==> src/rtl/mem_arb_pkg.sv <==
// mem_arb_pkg: shared types and defaults for the memory arbiter slice.
//   state_t : sequencer states (IDLE, ACCESS, RESP)
//   owner_t : transaction owner encoding (OWN_I = 0, OWN_D = 1)
//   AW_DEF / DW_DEF : default address / data widths
package mem_arb_pkg;

  localparam int AW_DEF = 32;
  localparam int DW_DEF = 32;

  typedef enum logic [1:0] {
    IDLE   = 2'd0,
    ACCESS = 2'd1,
    RESP   = 2'd2
  } state_t;

  typedef enum logic {
    OWN_I = 1'b0,
    OWN_D = 1'b1
  } owner_t;

endpackage

==> src/rtl/mem_arbiter_rr_arb2.sv <==
// rr_arb2: combinational two-way round-robin picker.
//   req[1:0] : pending requests, bit 0 = I port, bit 1 = D port
//   last     : owner served most recently (owner_t encoding)
//   winner   : selected owner (owner_t encoding); OWN_I when nothing pends
module rr_arb2
  import mem_arb_pkg::*;
(
  input  logic [1:0] req,
  input  logic       last,
  output logic       winner
);

  always_comb begin
    winner = logic'(OWN_I);
    case (req)
      2'b01:   winner = logic'(OWN_I);
      2'b10:   winner = logic'(OWN_D);
      // tie: whoever was not served last goes next
      2'b11:   winner = ~last;
      default: winner = logic'(OWN_I);
    endcase
  end

endmodule

==> src/rtl/mem_arbiter.sv <==
// mem_arbiter: shares a single-port data memory between instruction fetch (I)
// and load/store (D), one word access per 3 cycles, with one-cycle strobes.
//   clk, rst_n                      : clock, synchronous active-low reset
//   i_req/i_addr -> i_gnt           : fetch request, combinational accept
//   i_done/i_rdata/i_err            : fetch completion pulse, data, misalign flag
//   d_req/d_we/d_addr/d_wdata       : load/store request (d_we=1 store)
//   d_gnt/d_done/d_rdata/d_err      : load/store accept and completion
//   mem_address/mem_writeData       : registered memory address / write data
//   mem_memoryWrite/mem_memoryRead  : registered one-cycle strobes
//   mem_readData                    : memory data, valid the cycle after read
// Build option: MEM_ARB_ALIGN_CHECK_EN enables misaligned-address rejection
// (no strobe, done pulse with err=1). Without it addresses pass unchecked and
// i_err/d_err are tied low.
//
// state  | meaning
// IDLE   | arbitrate; gnt may be issued, request latched at the edge
// ACCESS | strobe high this cycle, memory acts on the closing edge
// RESP   | read data captured at the closing edge, done pulse follows
module mem_arbiter
  import mem_arb_pkg::*;
#(
  parameter int AW = AW_DEF,
  parameter int DW = DW_DEF
) (
  input  logic          clk,
  input  logic          rst_n,
  input  logic          i_req,
  input  logic [AW-1:0] i_addr,
  output logic          i_gnt,
  output logic          i_done,
  output logic [DW-1:0] i_rdata,
  output logic          i_err,
  input  logic          d_req,
  input  logic          d_we,
  input  logic [AW-1:0] d_addr,
  input  logic [DW-1:0] d_wdata,
  output logic          d_gnt,
  output logic          d_done,
  output logic [DW-1:0] d_rdata,
  output logic          d_err,
  output logic [AW-1:0] mem_address,
  output logic [DW-1:0] mem_writeData,
  output logic          mem_memoryWrite,
  output logic          mem_memoryRead,
  input  logic [DW-1:0] mem_readData
);

  state_t        state, state_nxt;
  owner_t        last_owner, owner;
  logic          winner;
  logic          acc;
  logic          acc_we;
  logic          acc_mis;
  logic [AW-1:0] acc_addr;
  logic          rd_q;   // transaction captures mem_readData at RESP

  rr_arb2 u_rr (
    .req    ({d_req, i_req}),
    .last   (logic'(last_owner)),
    .winner (winner)
  );

  always_comb begin
    state_nxt = state;
    i_gnt     = 1'b0;
    d_gnt     = 1'b0;
    case (state)
      IDLE: begin
        // no accept is reported while reset holds the sequencer
        i_gnt = rst_n & i_req & (owner_t'(winner) == OWN_I);
        d_gnt = rst_n & d_req & (owner_t'(winner) == OWN_D);
        if (i_gnt || d_gnt) state_nxt = ACCESS;
      end
      ACCESS:  state_nxt = RESP;
      RESP:    state_nxt = IDLE;
      default: state_nxt = IDLE;
    endcase
  end

  assign acc      = i_gnt | d_gnt;
  assign acc_we   = d_gnt & d_we;
  assign acc_addr = d_gnt ? d_addr : i_addr;

  always_ff @(posedge clk) begin
    if (!rst_n) begin
      state           <= IDLE;
      last_owner      <= OWN_I;
      owner           <= OWN_I;
      rd_q            <= 1'b0;
      mem_address     <= '0;
      mem_writeData   <= '0;
      mem_memoryWrite <= 1'b0;
      mem_memoryRead  <= 1'b0;
      i_done          <= 1'b0;
      d_done          <= 1'b0;
      i_rdata         <= '0;
      d_rdata         <= '0;
    end else begin
      state  <= state_nxt;
      i_done <= 1'b0;
      d_done <= 1'b0;
      case (state)
        IDLE: begin
          if (acc) begin
            owner           <= d_gnt ? OWN_D : OWN_I;
            rd_q            <= ~acc_we & ~acc_mis;
            mem_address     <= acc_addr;
            // I never writes, so its transactions leave write data alone
            if (d_gnt) mem_writeData <= d_wdata;
            mem_memoryWrite <= acc_we & ~acc_mis;
            mem_memoryRead  <= ~acc_we & ~acc_mis;
          end
        end
        ACCESS: begin
          mem_memoryWrite <= 1'b0;
          mem_memoryRead  <= 1'b0;
        end
        RESP: begin
          last_owner <= owner;
          if (owner == OWN_D) begin
            d_done <= 1'b1;
            if (rd_q) d_rdata <= mem_readData;
          end else begin
            i_done <= 1'b1;
            if (rd_q) i_rdata <= mem_readData;
          end
        end
        default: ;
      endcase
    end
  end

`ifdef MEM_ARB_ALIGN_CHECK_EN
  logic mis_q;

  assign acc_mis = acc_addr[1:0] != 2'b00;

  always_ff @(posedge clk) begin
    if (!rst_n) begin
      mis_q <= 1'b0;
      i_err <= 1'b0;
      d_err <= 1'b0;
    end else begin
      i_err <= 1'b0;
      d_err <= 1'b0;
      if (state == IDLE && acc) mis_q <= acc_mis;
      if (state == RESP) begin
        i_err <= (owner == OWN_I) & mis_q;
        d_err <= (owner == OWN_D) & mis_q;
      end
    end
  end
`else
  assign acc_mis = 1'b0;
  assign i_err   = 1'b0;
  assign d_err   = 1'b0;
`endif

endmodule

==> config.mk <==
export PLATFORM = sky130hd
export DESIGN_NAME = mem_arbiter
export DESIGN_NICKNAME = d
export VERILOG_FILES = /design/src/rtl/mem_arb_pkg.sv /design/src/rtl/mem_arbiter_rr_arb2.sv /design/src/rtl/mem_arbiter.sv
export SDC_FILE = /design/constraint.sdc
export NUM_CORES = 1
export LEC_CHECK = 0
export ABC_AREA = 1
export CAP_MARGIN = 0
export CORE_ASPECT_RATIO = 0.7
export CORE_MARGIN = 2
export CORE_UTILIZATION = 40
export CTS_BUF_LIST = sky130_fd_sc_hd__clkbuf_16
export CTS_CLUSTER_SIZE = 25
export DETAILED_ROUTE_END_ITERATION = 16
export GPL_TIMING_DRIVEN = 1
export PLACE_DENSITY = 0.91
export SLEW_MARGIN = 20
export SYNTH_ARGS = -nofsm -noshare
export SYNTH_HDL_FRONTEND = slang
export SYNTH_SLANG_ARGS = --single-unit
==> constraint.sdc <==
create_clock -name clk -period 1.8 [get_ports clk]
set_clock_uncertainty 0.1 [all_clocks]
set_input_delay 0.36 -clock clk [delete_from_list [all_inputs] [get_ports clk]]
set_output_delay 0.36 -clock clk [all_outputs]
set_load 0.02 [all_outputs]
# Yosys cells after proc, flatten, opt, wreduce, memory -nomap -nowiden
# Cells that the tools add are included.
# W data, S select, Z words.
# word_totals
regBits	137
inputBits	133
out_inout_bits	136
wordCells	50
# op_classes
eq_ne	6
muxes	13
n_bitwise	10
reduce_logical	9
# op_table
operator	count
$mux W32	1
$reduce_and A3 Y1	3
$mux W1	7
$eq A2 B2 Y1 const B	3
$pmux W1 S2	3
$reduce_and A2 Y1	3
$and A1 B1 Y1	5
$ne A2 B2 Y1 const B	2
$not A1 Y1	4
$pmux W2 S2	1
$eq A2 B1 Y1 const B	1
$logic_not A2 Y1	1
$mux W2	1
$reduce_bool A2 Y1	1
$logic_or A1 B1 Y1	1
$or A1 B1 Y1	1

# Logic depth before layout (Yosys ltp)
# logic_depth
depth_word	8
ltp_mapped	8
mapped_depth_nobuf	8

# By module
# Synthesis repeated with hierarchy kept, for this count alone.
# hier_totals
cells_unflattened	806
area_unflattened_um2	5582.9
# modules_own_cells
module	n_inst	cells_per_inst	area_each_um2	seq_area_each_um2
mem_arbiter	1	804	5570.3	2742.6
rr_arb2	1	2	12.5	0.0

# Worst setup path after synthesis
# Ideal clock, no wire load.
# synth_timing
kind	reg2out
start	register state[1]
end	output port i_gnt
t_arrival_ps	1194
path_slack_ps	146
stages_incl_launch_ff	5
path_buffers	1
path_cell_list	dfxtp_1 nor2_4 nand2_1 buf_2 a21oi_1
# synth_between
elab_chain_len	2
# synth_lines
item	line_no	text
start, declared	mem_arbiter.sv:48	state_t state, state_nxt;
start signal, assigned	mem_arbiter.sv:99	state <= state_nxt;
$logic_not A2 Y1	mem_arbiter.sv:67	case (state)
$mux W1	mem_arbiter.sv:67	
end, declared	mem_arbiter.sv:29	output logic i_gnt,
# No other way between the ends.

# Worst setup path in the final report
# layout_timing
start	input port d_req
end	output port d_gnt
# layout_between
elab_chain_len	4
elab_cells_between_ends	6
classes_between	eq/ne: 2; mux: 2; bitwise: 2
# layout_lines
item	line_no	text
start, declared	mem_arbiter.sv:33	input logic d_req,
$eq A2 B2 Y1	mem_arbiter_rr_arb2.sv:15	case (req)
$pmux W1 S2	mem_arbiter_rr_arb2.sv:15	
$and A1 B1 Y1 (*)	mem_arbiter.sv:71	d_gnt = rst_n & d_req & (owner_t'(winner) == OWN_D);
$mux W1 (*)	mem_arbiter.sv:67	
end, declared	mem_arbiter.sv:37	output logic d_gnt,
# Mark *: on every way between the ends. The rest lies on a longest branch, timed or not.

==> impl_metrics.json <==
{
  "status": "complete, no violations",
  "fin_crit_sh_pct": 97.7,
  "power_mw": 8.29,
  "utilization_pct": 66.8,
  "peakVddDrop_uv": 632,
  "multi_input_area_mm2": 0.00226,
  "max-cap-violations": 0,
  "cp_num_buf_inv": 3,
  "antenna_found_initial": 0,
  "path_cells": "clkdlybuf4s50_1 > buf_4 > nand2_4 > nor2_4 > buf_12",
  "grt_max_degree": 101,
  "critical-path-slowest-cell": "clkdlybuf4s50_1",
  "setup_viol": 0,
  "cts_made_buffers": 17,
  "cpLargestDelayFamily": "buffers and inverters",
  "area_growth_pct": 62.8,
  "grt_pass1_wl_um": 27000,
  "cts_sinks": 137,
  "worstPathMaxFanout": 2,
  "pin_count": 269,
  "fp.dieW_um": 143,
  "seq_area_frac_synth_pct": 50.7,
  "grt_setup_unrepaired": "no",
  "clk_path_buf_depth": 2,
  "yosys.cell_types.count": 22,
  "drc": 0,
  "hold_viol": 0,
  "regToRegStartpoint": "state[0]$_SDFFE_PN0P_",
  "yosys-mux-area-fraction_pct": 0,
  "regArea_mm2": 0.00275,
  "fp.dieArea_mm2": 0.0145,
  "nets": 1136,
  "drive_above_1_share_pct": 7.19,
  "setup.worst_path.end_class": "output port",
  "ant_nets": 0,
  "synthCells": 747,
  "antenna_cells": 0,
  "htreeDepth": 4,
  "r2r_cells": 9,
  "dp_slack_ps": -407,
  "synth_xor_area_share_pct": 0,
  "syn_area_mm2": 0.00541,
  "dr.pass1.iters": 7,
  "synth_compound_area_share_pct": 15.3,
  "start_kind": "input port",
  "slew_violations": 0,
  "critPathArrivalTime_ps": 1300,
  "r2r_end": "mem_writeData[13]$_SDFFE_PN0P_",
  "hp-start": "mem_writeData[5]$_SDFFE_PN0P_",
  "die_h_um": 101,
  "hold_depth": 2,
  "max_stage_delay_ps": 480,
  "crit_type": "input port to output port",
  "gr-total-overflow": 0,
  "fin_cells": 1201,
  "track_usage_pct": 23.0,
  "start_util_pct": 41.1,
  "cts-root-buf": "clkbuf_16",
  "nFillCells": 1108,
  "cts.clk_slew.worst_paths_ps": 60,
  "num_rows": 35,
  "synth_top_family_by_area": "simple AND/OR/NAND/NOR gates",
  "fin_crit_ps": 1760,
  "port_buffers": 266,
  "worstHoldPathType": "flip-flop to flip-flop",
  "worstSkewPairLatency_ps": 400,
  "tightest_slew_ps": 580,
  "vias": 5804,
  "totalWireLength_um": 16900,
  "slew-limit-headroom_pct": 61.3,
  "routabilityCongestion": 0.838,
  "regToRegSetupSlack_ps": 150,
  "hold_end": "mem_writeData[5]$_SDFFE_PN0P_",
  "dp_hpwl_um": 11900,
  "grt_pass1_vias": 5598,
  "synthSimpleGateAreaFrac_pct": 26.1,
  "wl_per_cell_um": 14.1,
  "syn_area_per_cell_um2": 7.24,
  "synthAdderAreaFrac_pct": 0,
  "ys_ff_latch": 137,
  "drt_iter0_drc": 417,
  "dp_cells": 1167,
  "cts_tree": "yes",
  "worst_slack_ps": 41.1,
  "clock.fmax_mhz": 569,
  "critical_path_required_ps": 1340,
  "drt-vias-per-instance": 4.83,
  "ys_warn_count": 0,
  "p_leak_nw": 4.22,
  "power_per_cell_area_mw_per_mm2": 941,
  "coreArea_mm2": 0.0132
}
cell usage after synthesis, drive strengths merged:
cell type,instances,area share (%)
o21ai,129,12
clkinv,2,0.14
nand2,139,9.7
clkbuf,26,1.8
a31o,1,0.16
nand3,66,6.2
buf,30,2.9
a21oi,35,3.2
inv,42,2.9
conb,1,0.069
nor2,136,9.7
dfxtp,137,51
nand4,1,0.12
nor3,2,0.39
placed cells by master, fill, tap and decap left out:
| cell | synthesis | layout |
|---|---|---|
| nand2_1 | 138 | 137 |
| dfxtp_1 | 137 | 135 |
| nor2_1 | 134 | 134 |
| clkdlybuf4s50_1 | 0 | 130 |
| o21ai_0 | 129 | 129 |
| dlygate4sd2_1 | 0 | 124 |
| nand3_1 | 65 | 65 |
| inv_1 | 38 | 39 |
| a21oi_1 | 35 | 35 |
| buf_4 | 4 | 20 |
| clkbuf_16 | 0 | 17 |
| dlymetal6s2s_1 | 0 | 9 |
| buf_12 | 0 | 6 |
| inv_6 | 0 | 5 |
| inv_2 | 4 | 4 |
| bufinv_16 | 0 | 3 |
| nor2_4 | 2 | 2 |
| clkinv_1 | 2 | 2 |
| conb_1 | 1 | 2 |
| clkinv_4 | 0 | 2 |
| clkinv_2 | 0 | 2 |
| inv_8 | 0 | 2 |
| buf_2 | 24 | 2 |
| dfxtp_2 | 0 | 2 |
| nand2_4 | 0 | 1 |
| nand2_2 | 1 | 1 |
| nand3_2 | 1 | 1 |
| nor3_4 | 1 | 1 |
| nand4_1 | 1 | 1 |
| nor3_1 | 1 | 1 |
| a31o_2 | 1 | 1 |
| buf_8 | 0 | 1 |
worst min-delay path, delay by kind of cell (launching register included):
| kind | cells | cell delay [ps] |
|---|---|---|
| flops | 1 | 310 |
| simple gates | 1 | 50 |
| compound gates | 1 | 70 |
area by class of cell:
cell class	instances	area share, %
repair buffers	292	31.7
flip-flops and latches	137	31.2
multi-input cells	511	25.6
clock buffers	17	4.83
well taps	185	2.63
clock inverters	15	2.13
inverters	44	1.88
metal layers:
metal  global-route usage (%)  routed length, µm  up-vias  part of all wire [%]
met1                     28.7               7350     2649                    43
met2                     38.2               7950      219                    47
met3                     7.42               1360       20                   8.0
met4                     7.24                258        0                   1.5
li1                         -                  -     2916                     -
met5                        0                  0        -                     0
repair_timing:
item	4_1_cts	5_1_grt
hold buffers	0	0
endpoints found under the setup margin	125	10
gates resized for setup	133	10
setup buffers	3	0
pin swaps	3	1
flip-flops by register name (all words and copies together), names as in the netlist:
| signal | cells |
|---|---|
| d_rdata | 32 |
| i_rdata | 32 |
| mem_address | 32 |
| mem_writeData | 32 |
| state | 2 |
| d_done | 1 |
| i_done | 1 |
| last_owner | 1 |
| mem_memoryRead | 1 |
| mem_memoryWrite | 1 |
| owner | 1 |
| rd_q | 1 |
cell families (layout without fill, tap and decap cells):
family          count (synthesis)  in the layout
buf+inv                       100            368
compound gates                165            165
other cells                     1              2
simple gates                  344            344
flops                         137            137
power by group:
group	internal (mW)	leakage [nW]	switching, mW
clock network	2.22	0.308	1.40
registers	3.21	1.12	0.0877
logic	0.625	2.79	0.746
through the flow:
stage / setup TNS, ps / cell area (µm²) / hold slack, ps
floorplan: 0 / 5420 / 360
global placement: -8890 / 8300 / 355
detailed placement: -10740 / 8300 / 363
CTS: 0 / 8780 / 370
global route: 0 / 8810 / 393
finish: 0 / 8810 / 367
worst max path at each step:
stage / start / endpoint / slack, ps / depth (start not counted)
4_1_cts: mem_address[3]$_SDFFE_PN0P_ / mem_address[3] / 0.4 / 1
3_3_place_gp: i_req / i_gnt / -400 / 6
3_5_place_dp: i_req / i_gnt / -410 / 6
5_1_grt: state[0]$_SDFFE_PN0P_ / d_gnt / 3 / 5
6_report: d_req / d_gnt / 40 / 5
2_1_floorplan: state[1]$_SDFFE_PN0P_ / i_gnt / 150 / 4
Power figures use the tool's default switching activity.
